--- src/rtl/status_reporter.sv ---
// Status reporter: on an MCU request, flushes the status register, waits (bounded) for the
// status byte, then serialises SYNC_BYTE plus the status byte as two 8N1 bytes on a registered line.
module status_reporter #(
   parameter int unsigned CLKS_PER_BIT  = 16,
   parameter int unsigned FLUSH_TIMEOUT = 8,
   parameter logic [7:0]  SYNC_BYTE     = 8'h5A
) (
   input  logic       clk,
   input  logic       reset_n,
   input  logic       in_req_status_reporter,
   input  logic [7:0] in_status_status_reporter,
   input  logic       in_valid_status_reporter,
   output logic       out_flush_status_reporter,
   output logic       out_tx_status_reporter,
   output logic       out_busy_status_reporter,
   output logic       out_timeout_status_reporter,
   output logic [1:0] dbg_state
);

   typedef enum logic [1:0] {
      IDLE  = 2'd0,
      FLUSH = 2'd1,
      TX    = 2'd2
   } state_t;

   localparam logic [15:0] BIT_LAST  = 16'(CLKS_PER_BIT - 1);
   localparam logic [7:0]  WAIT_LAST = 8'(FLUSH_TIMEOUT - 1);
   localparam logic [4:0]  IDX_LAST  = 5'd19;

   state_t      state_q, state_d;
   logic [7:0]  wait_q, wait_d;
   logic [15:0] bit_cnt_q, bit_cnt_d;
   logic [4:0]  bit_idx_q, bit_idx_d;
   logic [7:0]  shift_q, shift_d;
   logic        tx_q, tx_d;
   logic        timeout_q, timeout_d;
   logic [19:0] frame;
   logic [4:0]  idx_next;

   // Whole frame, index 0 goes out first: start, sync LSB-first, stop, start, status LSB-first, stop.
   assign frame    = {1'b1, shift_q, 1'b0, 1'b1, SYNC_BYTE, 1'b0};
   assign idx_next = bit_idx_q + 5'd1;

   always_comb begin
      state_d   = state_q;
      wait_d    = wait_q;
      bit_cnt_d = bit_cnt_q;
      bit_idx_d = bit_idx_q;
      shift_d   = shift_q;
      tx_d      = tx_q;
      timeout_d = 1'b0;
      case (state_q)
         IDLE: begin
            tx_d = 1'b1;
            if (in_req_status_reporter) begin
               state_d = FLUSH;
               wait_d  = 8'd0;
            end
         end
         FLUSH: begin
            // Valid is checked first so it wins over a timeout expiring on the same edge.
            if (in_valid_status_reporter) begin
               state_d   = TX;
               shift_d   = in_status_status_reporter;
               bit_cnt_d = 16'd0;
               bit_idx_d = 5'd0;
               tx_d      = 1'b0;
            end else if (wait_q == WAIT_LAST) begin
               state_d   = IDLE;
               wait_d    = 8'd0;
               timeout_d = 1'b1;
            end else begin
               wait_d = wait_q + 8'd1;
            end
         end
         TX: begin
            if (bit_cnt_q == BIT_LAST) begin
               bit_cnt_d = 16'd0;
               if (bit_idx_q == IDX_LAST) begin
                  state_d   = IDLE;
                  bit_idx_d = 5'd0;
                  tx_d      = 1'b1;
               end else begin
                  bit_idx_d = idx_next;
                  tx_d      = frame[idx_next];
               end
            end else begin
               bit_cnt_d = bit_cnt_q + 16'd1;
            end
         end
         default: state_d = IDLE;
      endcase
   end

   always_ff @(posedge clk or negedge reset_n) begin
      if (!reset_n) begin
         state_q   <= IDLE;
         wait_q    <= 8'd0;
         bit_cnt_q <= 16'd0;
         bit_idx_q <= 5'd0;
         shift_q   <= 8'd0;
         tx_q      <= 1'b1;
         timeout_q <= 1'b0;
      end else begin
         state_q   <= state_d;
         wait_q    <= wait_d;
         bit_cnt_q <= bit_cnt_d;
         bit_idx_q <= bit_idx_d;
         shift_q   <= shift_d;
         tx_q      <= tx_d;
         timeout_q <= timeout_d;
      end
   end

   assign out_flush_status_reporter   = (state_q == FLUSH);
   assign out_busy_status_reporter    = (state_q != IDLE);
   assign out_tx_status_reporter      = tx_q;
   assign out_timeout_status_reporter = timeout_q;
   assign dbg_state                   = state_q;

endmodule

--- config.mk ---
export PLATFORM = sky130hd
export DESIGN_NAME = status_reporter
export DESIGN_NICKNAME = d
export VERILOG_FILES = /design/src/rtl/status_reporter.sv
export SDC_FILE = /design/constraint.sdc
export NUM_CORES = 1
export LEC_CHECK = 0
export ABC_AREA = 1
export CORE_ASPECT_RATIO = 1.4
export CORE_MARGIN = 2
export CORE_UTILIZATION = 40
export DETAILED_ROUTE_END_ITERATION = 8
export PLACE_DENSITY_LB_ADDON = 0.1
export SYNTH_ARGS = -nofsm -noshare
export SYNTH_HDL_FRONTEND = slang
export SYNTH_SLANG_ARGS = --single-unit
export TNS_END_PERCENT = 10
--- constraint.sdc ---
create_clock -name clk -period 1.5 [get_ports clk]
set_input_delay 0.3 -clock clk [delete_from_list [all_inputs] [get_ports clk]]
set_output_delay 0.3 -clock clk [all_outputs]
set_load 0.02 [all_outputs]
Word-level counts from Yosys, hierarchy flattened
Cells that the tools add are included.
- register bits after elaboration: 41
- bits of input ports: 12
- output and inout bits: 6
- logic and storage cells: 59
- add/sub/neg operators: 3
- order comparisons: 1
- eq/ne operators: 11
- multiplexer cells: 26
- reductions and logical operators: 11
- operator list (kind ; number):
    $mux W16 ; 2
    $pmux W16 S2 ; 1
    $mux W8 ; 3
    $add A16 B1 Y16 const B ; 1
    $eq A16 B4 Y1 const B ; 1
    $pmux W8 S2 ; 1
    $mux W5 ; 3
    $mux W2 ; 5
    $ne A2 B2 Y1 const B ; 5
    $pmux W5 S2 ; 1
    $reduce_and A3 Y1 ; 3
    $add A8 B1 Y8 const B ; 1
    $eq A8 B3 Y1 const B ; 1
    $mux W1 ; 7
    $lt A5 B6 Y1 const B ; 1
    $pmux W2 S3 ; 1
    $reduce_bool A2 Y1 ; 3
    $add A5 B1 Y5 const B ; 1
    $bmux W1 S5 ; 1
    $eq A5 B5 Y1 const B ; 1
    $reduce_and A2 Y1 ; 2
    $reduce_and A4 Y1 ; 1
    $ne A3 B2 Y1 const B ; 1
    $pmux W1 S3 ; 1
    other kinds (4) ; 4

Logic depth before layout (Yosys ltp)
- word-level depth: 6
- gate-level depth with buffers: 12
- gate-level depth less buffers: 12

Worst setup path before layout
OpenSTA, ideal clock, no wires.
- path kind: register -> register
- start point: register state_q[0], in the netlist dbg_state[0]
- end point: register bit_cnt_q[8]
- library setup time: 71 ps
- arrival: 1484 ps
- required time: 1429 ps
- path slack: -56 ps
- stages on the path, launching flop included: 10
- buffers on the path: 1
- period minus slack after synthesis: 1556 ps
- cell sequence: dfrtp_1 -> inv_1 -> nor2_4 -> nand2_4 -> nand2_4 -> buf_8 -> nand3_2 -> o21ai_1 -> inv_1 -> nor2_1
- longest elaborated chain between the ends: 3
- elaborated cells between the ends (all ways): 6
- classes of those cells: eq/ne (3); mux (1); reduce/logical (2)
- ends and longest elaborated chain (item ; RTL line ; source):
    start, declared ; 30 ; state_t state_q, state_d;
    start signal, assigned ; 105 ; state_q <= state_d;
    $eq A2 B1 Y1 (*) ; n/a ;
    named net out_flush_status_reporter ; 13 ; output logic out_flush_status_reporter,
    $ne A2 B2 Y1 (no line) / $reduce_bool A2 Y1 (equally long branches) ; n/a ;
    $reduce_and A2 Y1 (no line) ; n/a ;
    end signal, assigned ; 107 ; bit_cnt_q <= bit_cnt_d;
    end, declared ; 32 ; logic [15:0] bit_cnt_q, bit_cnt_d;
Mark *: on every way through the listed nets, which the timed path passes. The rest lies on a longest branch.
A chain may end at the register's enable or synchronous reset.

Worst setup path after layout
- start point: register state_q[1], in the netlist dbg_state[1]
- end point: output port out_busy_status_reporter
- longest elaborated chain between the ends: 1
- ends and longest elaborated chain (item ; RTL line ; source):
    $reduce_bool A2 Y1 ; 116 ; assign out_busy_status_reporter = (state_q != IDLE);
    end, declared ; 15 ; output logic out_busy_status_reporter,
Every way passes these cells.

==> results by group <==
Outcome
  – Status: finished, final reports clean

Timing
  – Setup violators final: 0
  – Hold slack final: 0.457 ns
  – RSZ-0062 raised after global routing: true
  – Fin crit share: 0.982
  – F_max: 0.679 GHz
  – Rel. slew slack: 0.722
  – Max-slew violations: 0
  – Final period demand of the worst path: 1.47 ns
  – Final Skew: 0.00817 ns
  – Final Hold Viols: 0
  – Worst slew pin tran: 0.417 ns

Global route
  – Antenna violations before repair: 0
  – Vias in the first global route: 2103
  – First-pass GRT wire length: 9200 um
  – Largest net degree at the start of global routing: 22
  – Tot GR Track Use: 0.189
  – Total gr overflow: 0

Route
  – Via/cell ratio: 4.84
  – Pre-Repair DR Iteration Count: 4
  – Avg WL per Cell: 12.1 um
  – Final antenna-violating net count: 0
  – Via count: 2170
  – Routed Wire Length: 5410 um
  – Drt drc: 0
  – Initial DRC count: 103

Critical path
  – Flop-to-flop setup slack: 0.04 ns
  – RR Startpoint: bit_idx_q[1]$_DFFE_PN0P_
  – Crit path arrival time: 1.17 ns
  – Crit path kind: reg2out
  – R2r worst-path depth: 12
  – CP required: 1.20 ns
  – Buf/Inv on CP: 2
  – Reg-to-Reg End: out_tx_status_reporter$_DFFE_PN1P_
  – CP endpoint kind: output port
  – Worst-path maximum fanout: 5
  – Crit path max-delay family: flip-flops
  – Worst setup SP type: flip-flop
  – CP Cell Sequence: nor2_2 -> inv_1 -> clkdlybuf4s15_2
  – CP max stage cell: dfrtp_2
  – Slowest stage delay, CP: 0.47 ns

Min path
  – Worst Hold Class: in2async

Logic synthesis
  – Net count after synthesis: 334
  – Seq/Total Area, Yosys: 0.442
  – EDFF count, synth: 0
  – Syn Inst Count: 317
  – Synthesized flop and latch total: 41
  – Ys Warns: 0
  – Yosys cell types: 27
  – Ys flop type: dfrtp_1
  – Mapped cell area: 2330 sq um
  – Ys async rst share: 1.00
  – Mean post-synth cell area: 7.34 sq um

CTS
  – Clk_lat worst skew: 0.30 ns
  – CTS buffer count: 5
  – Clk root buf: clkbuf_8
  – # clock sinks: 41
  – CTS clk-pin slew, worst paths: 0.09 ns
  – TritonCTS clock tree: yes
  – H-Tree Depth: 2
  – CTS Buffer Depth: 2

Placement
  – Port bufs: 17
  – Placer Congestion: 0.812
  – DP HPWL: 4060 um
  – Placed Area: 2850 sq um
  – Cell count after placement: 435

Die
  – Core ar.: 5570 sq um
  – Ports: 18
  – Initial core utilization: 0.418
  – Rows: 32
  – Width of the die: 68.4 um
  – Die height: 94.2 um
  – Full die area: 6450 sq um

Cells and area
  – Area Overhead vs Synth: 32.9%
  – Design area: 3090 sq um
  – Share of layout cells above drive strength 1: 0.226
  – Fin cells: 448
  – ANT cells: 0
  – Fin nets: 396
  – Fill cells: 530

Power and ir drop
  – Pwr Density: 731 nW/um^2
  – Peak VDD IR: 0.000451 V
  – Leakage power: 1.58 nW

Job
  – Max_cap viols: 0
cells in the mapped netlist, drive strengths merged (3+ instances only):
library cell / instances / area (sq um)
nand2: 100 / 398
inv: 52 / 195
dfrtp: 40 / 1000
o21ai: 26 / 130
nor2: 25 / 109
nand3: 20 / 105
a21oi: 14 / 73.8
nand4: 11 / 68.8
nor3: 7 / 35.0
ha: 5 / 62.6
xor2: 4 / 35.0
buf: 3 / 27.5
nand3b: 3 / 22.5
o22ai: 3 / 18.8
cell type report:
class / count / area [sq um] / area share
clock inverters: 3 / 65.1 / 0.0210
flip-flops and latches: 41 / 1030 / 0.333
clock buffers: 5 / 68.8 / 0.0223
inverters: 52 / 199 / 0.0643
multi-input cells: 220 / 1140 / 0.368
repair buffers: 59 / 505 / 0.163
well taps: 68 / 85.1 / 0.0275
power by group:
part	total [mW]	switching, mW	leakage (nW)	internal (mW)
registers	1.11	0.00469	0.458	1.11
clock network	1.07	0.412	0.0681	0.661
logic	0.0711	0.0349	1.06	0.0363
total	2.26	0.452	1.58	1.81
metal layers:
layer / track usage / share of wire
met3: 0.0288 / 0.025
met1: 0.222 / 0.44
met2: 0.330 / 0.52
met5: 0 / 0
met4: 0.0800 / 0.020
worst max path at each step:
stage,start,to,cells after the start
floorplan,dbg_state[1]$_DFFE_PN0P_,wait_q[5]$_DFFE_PN0P_,10
CTS,bit_idx_q[1]$_DFFE_PN0P_,out_tx_status_reporter$_DFFE_PN1P_,12
finish,dbg_state[1]$_DFFE_PN0P_,out_busy_status_reporter,3
global placement,in_valid_status_reporter,wait_q[4]$_DFFE_PN0P_,8
global route,bit_idx_q[1]$_DFFE_PN0P_,out_tx_status_reporter$_DFFE_PN1P_,9
detailed placement,in_valid_status_reporter,wait_q[4]$_DFFE_PN0P_,8
through the flow:
step	power, mW	setup slack (ns)	utilization	setup TNS (ns)
6_report	2.26	0.0265	0.556	0
3_5_place_dp	1.21	-0.203	0.512	-1.68
3_3_place_gp	1.21	-0.121	0.512	-1.20
2_1_floorplan	1.14	-0.00444	-	-0.00444
4_1_cts	2.29	0.0000928	0.541	0
5_1_grt	2.34	-0.0536	0.556	-0.320
logic make-up (layout without fill, tap and decap cells):
kind of cell	count (synthesis)	after routing	share of synthesized area
flops	41	41	0.442
fa+ha+maj	5	5	0.0269
buf+inv	56	119	0.0974
compound gates	43	43	0.0957
simple gates	168	168	0.323
xor+xnor	4	4	0.0151
sequential cells by signal (all words and copies together), names as in the netlist:
name and count:
bit_cnt_q 16, bit_idx_q 5, dbg_state 2, out_timeout_status_reporter 1, out_tx_status_reporter 1, shift_q 8, wait_q 8
repair_timing:
action                     CTS  global route
gates resized for setup     14            21
setup endpoints to repair    8            27
pin swaps                    1             1
hold endpoints to repair    12             0
hold buffers                 1             0
buffers inserted             0             4
cells in the final DEF, fill, tap and decap left out, types with 3 or more instances in the layout:
cell / instances
nand2_1: 92
inv_1: 44
buf_4: 39
dfrtp_1: 37
nor2_1: 18
o21ai_0: 18
nand3_1: 17
a21oi_1: 13
nand4_1: 11
clkdlybuf4s50_1: 10
o21ai_1: 8
inv_2: 7
nor3_1: 7
nor2_2: 5
clkbuf_8: 5
nand2_4: 4
xor2_1: 4
nand2_2: 4
ha_1: 4
dlygate4sd2_1: 4
nand3_2: 3
nand3b_1: 3
o22ai_1: 3
dfrtp_2: 3
No activity file was read; power rests on OpenSTA's default activity.
==> RTL edit: new RTL, config.mk and constraints unchanged <==
Reset style: synchronous (`reset_n`), changed in one clocked block.
--- a/src/rtl/status_reporter.sv
+++ b/src/rtl/status_reporter.sv
@@ -92,7 +92,7 @@
       endcase
    end
 
-   always_ff @(posedge clk or negedge reset_n) begin
+   always_ff @(posedge clk) begin
       if (!reset_n) begin
          state_q   <= IDLE;
          wait_q    <= 8'd0;
Behaviour: differs if reset_n is asserted again (counterexample within 4 cycles, from zero or initial values and one cycle with reset_n low); with reset_n held inactive, the same outputs for 10 cycles.
==> RTL edit against the original RTL <==
  * Final area down 6.6%
  * Sequential cell count unchanged
  * Routed wire length fell by 3.1%
  * Synthesized cell count increased by 4.4%
  * Setup slack gained 0.026 ns
  * Critical path type is now in2reg
  * Area after synthesis is 2.6% lower
  * Global-route usage down 0.81 points
Power is not compared: it rests on default switching activity, and its combinational part moved more than twofold at a synthesized area within 25%.
==> RTL edit: results (changes against the original RTL) <==
- Final Hold Slack: 0.4510 ns (-0.005987 ns)
- Worst Tran Pin Value: 0.2991 ns (-0.1182 ns)
- Worst reg2reg startpoint: bit_cnt_q[0]
- Top cells by area, synth: dfxtp_1, nand2_1, a21oi_1
- Mean Syn Cell Area: 6.842 um^2 (-6.8%)
- Worst r2r dst: bit_idx_q[0]
- Filler cells: 531 (+0.19%)
- Post-Syn Nets: 348 (+4.2%)
- Worst-path maximum fanout: 7 (+2)
- Synth top area share: 36.24% (-6.8 points)
- Post-synthesis sequential area ratio: 36.24% (-7.9 points)
- First-pass GRT wire length: 8742 um (-5.0%)
- Share of layout cells above drive strength 1: 21.11% (-1.5 points)
- Largest net degree at the start of global routing: 16 (-27%)
- Overall routing resource usage: 18.11% (-0.81 points)
- Status: finished clean
- Met3 Resource Use GR: 3.610% (+0.73 points)
- Placement Cell Area: 0.002706 mm^2 (-5.0%)
- Vias: 2180 (+0.46%)
- Post-DP HPWL: 3990 um (-1.8%)
- Worst clock skew: 0.01056 ns (+0.002390 ns)
- GRT met1 Usage: 19.80% (-2.4 points)
- Reg2Reg Depth: 10 (-2)
- Avg WL per Cell: 11.73 um (-2.9%)
- Grt met2 use: 32.43% (-0.58 points)
- Ys async rst share: 0% (-100 points)
- Crit path largest cell delay: 0.53 ns (+0.06 ns)
- Synth cell types: 29 (+7.4%)
- Place WS: -0.3047 ns (-0.1021 ns)
- Last element of the critical path: bit_cnt_q[7]
## RTL edit: changes by cell type in the layout (fill, tap and decap cells not counted), moves of 4 or more
cell	change
o21ai_1	-6
a21oi_2	+5
a21oi_1	+20
buf_4	-8
nor2_1	+10
nand3_1	+15
dfrtp_1	-37
nor3_1	+4
dfxtp_1	+35
inv_2	-5
nand2_1	-16
inv_1	-4
o21ai_0	-10
## RTL edit: layout make-up
| type | instances | share of cell area [%] |
|---|---|---|
| sequential | 41 | 28.94 |
| inverter | 43 | 5.633 |
| tap | 68 | 2.946 |
| timing repair buffer | 48 | 14.25 |
| multi-input combinational | 240 | 45.23 |
| clock buffer | 7 | 2.990 |
## RTL edit: logic make-up (layout without fill, tap and decap cells)
logic type	after synthesis	count (layout)	synth area share [%]
AOI/OAI and AO/OA	52	52	12.49
and+or+nand+nor	178	178	37.13
buffers and inverters	50	98	9.447
adders and majority gates	5	5	2.762
DFF	41	41	36.24
xor gates and xnor gates	5	5	1.934
## RTL edit: critical path: cells and delay by family
family / cells / cell delay [ns]
buf+inv: 2 / 0.61
simple gates: 4 / 0.38
compound gates: 1 / 0.18
xor+xnor: 1 / 0.15
## RTL edit: per-layer routing
metal | wire [um] | vias up
li1 | - | 1172
met1 | 2271 | 967
met2 | 2697 | 31
met3 | 141 | 10
met4 | 132 | 0
met5 | 0 | -
## RTL edit: timing repair
item / CTS / global route
pin swaps: 0 / 1
resized for setup: 12 / 23
hold buffers: 0 / 0
setup buffers: 0 / 1
setup endpoints to repair: 14 / 27
## RTL edit: power breakdown
group	switching, mW	internal, mW	total (mW)
Combinational	0.373	0.279	0.652
Sequential	0.0576	1.15	1.20
Clock	0.372	0.366	0.738
Total	0.802	1.79	2.59
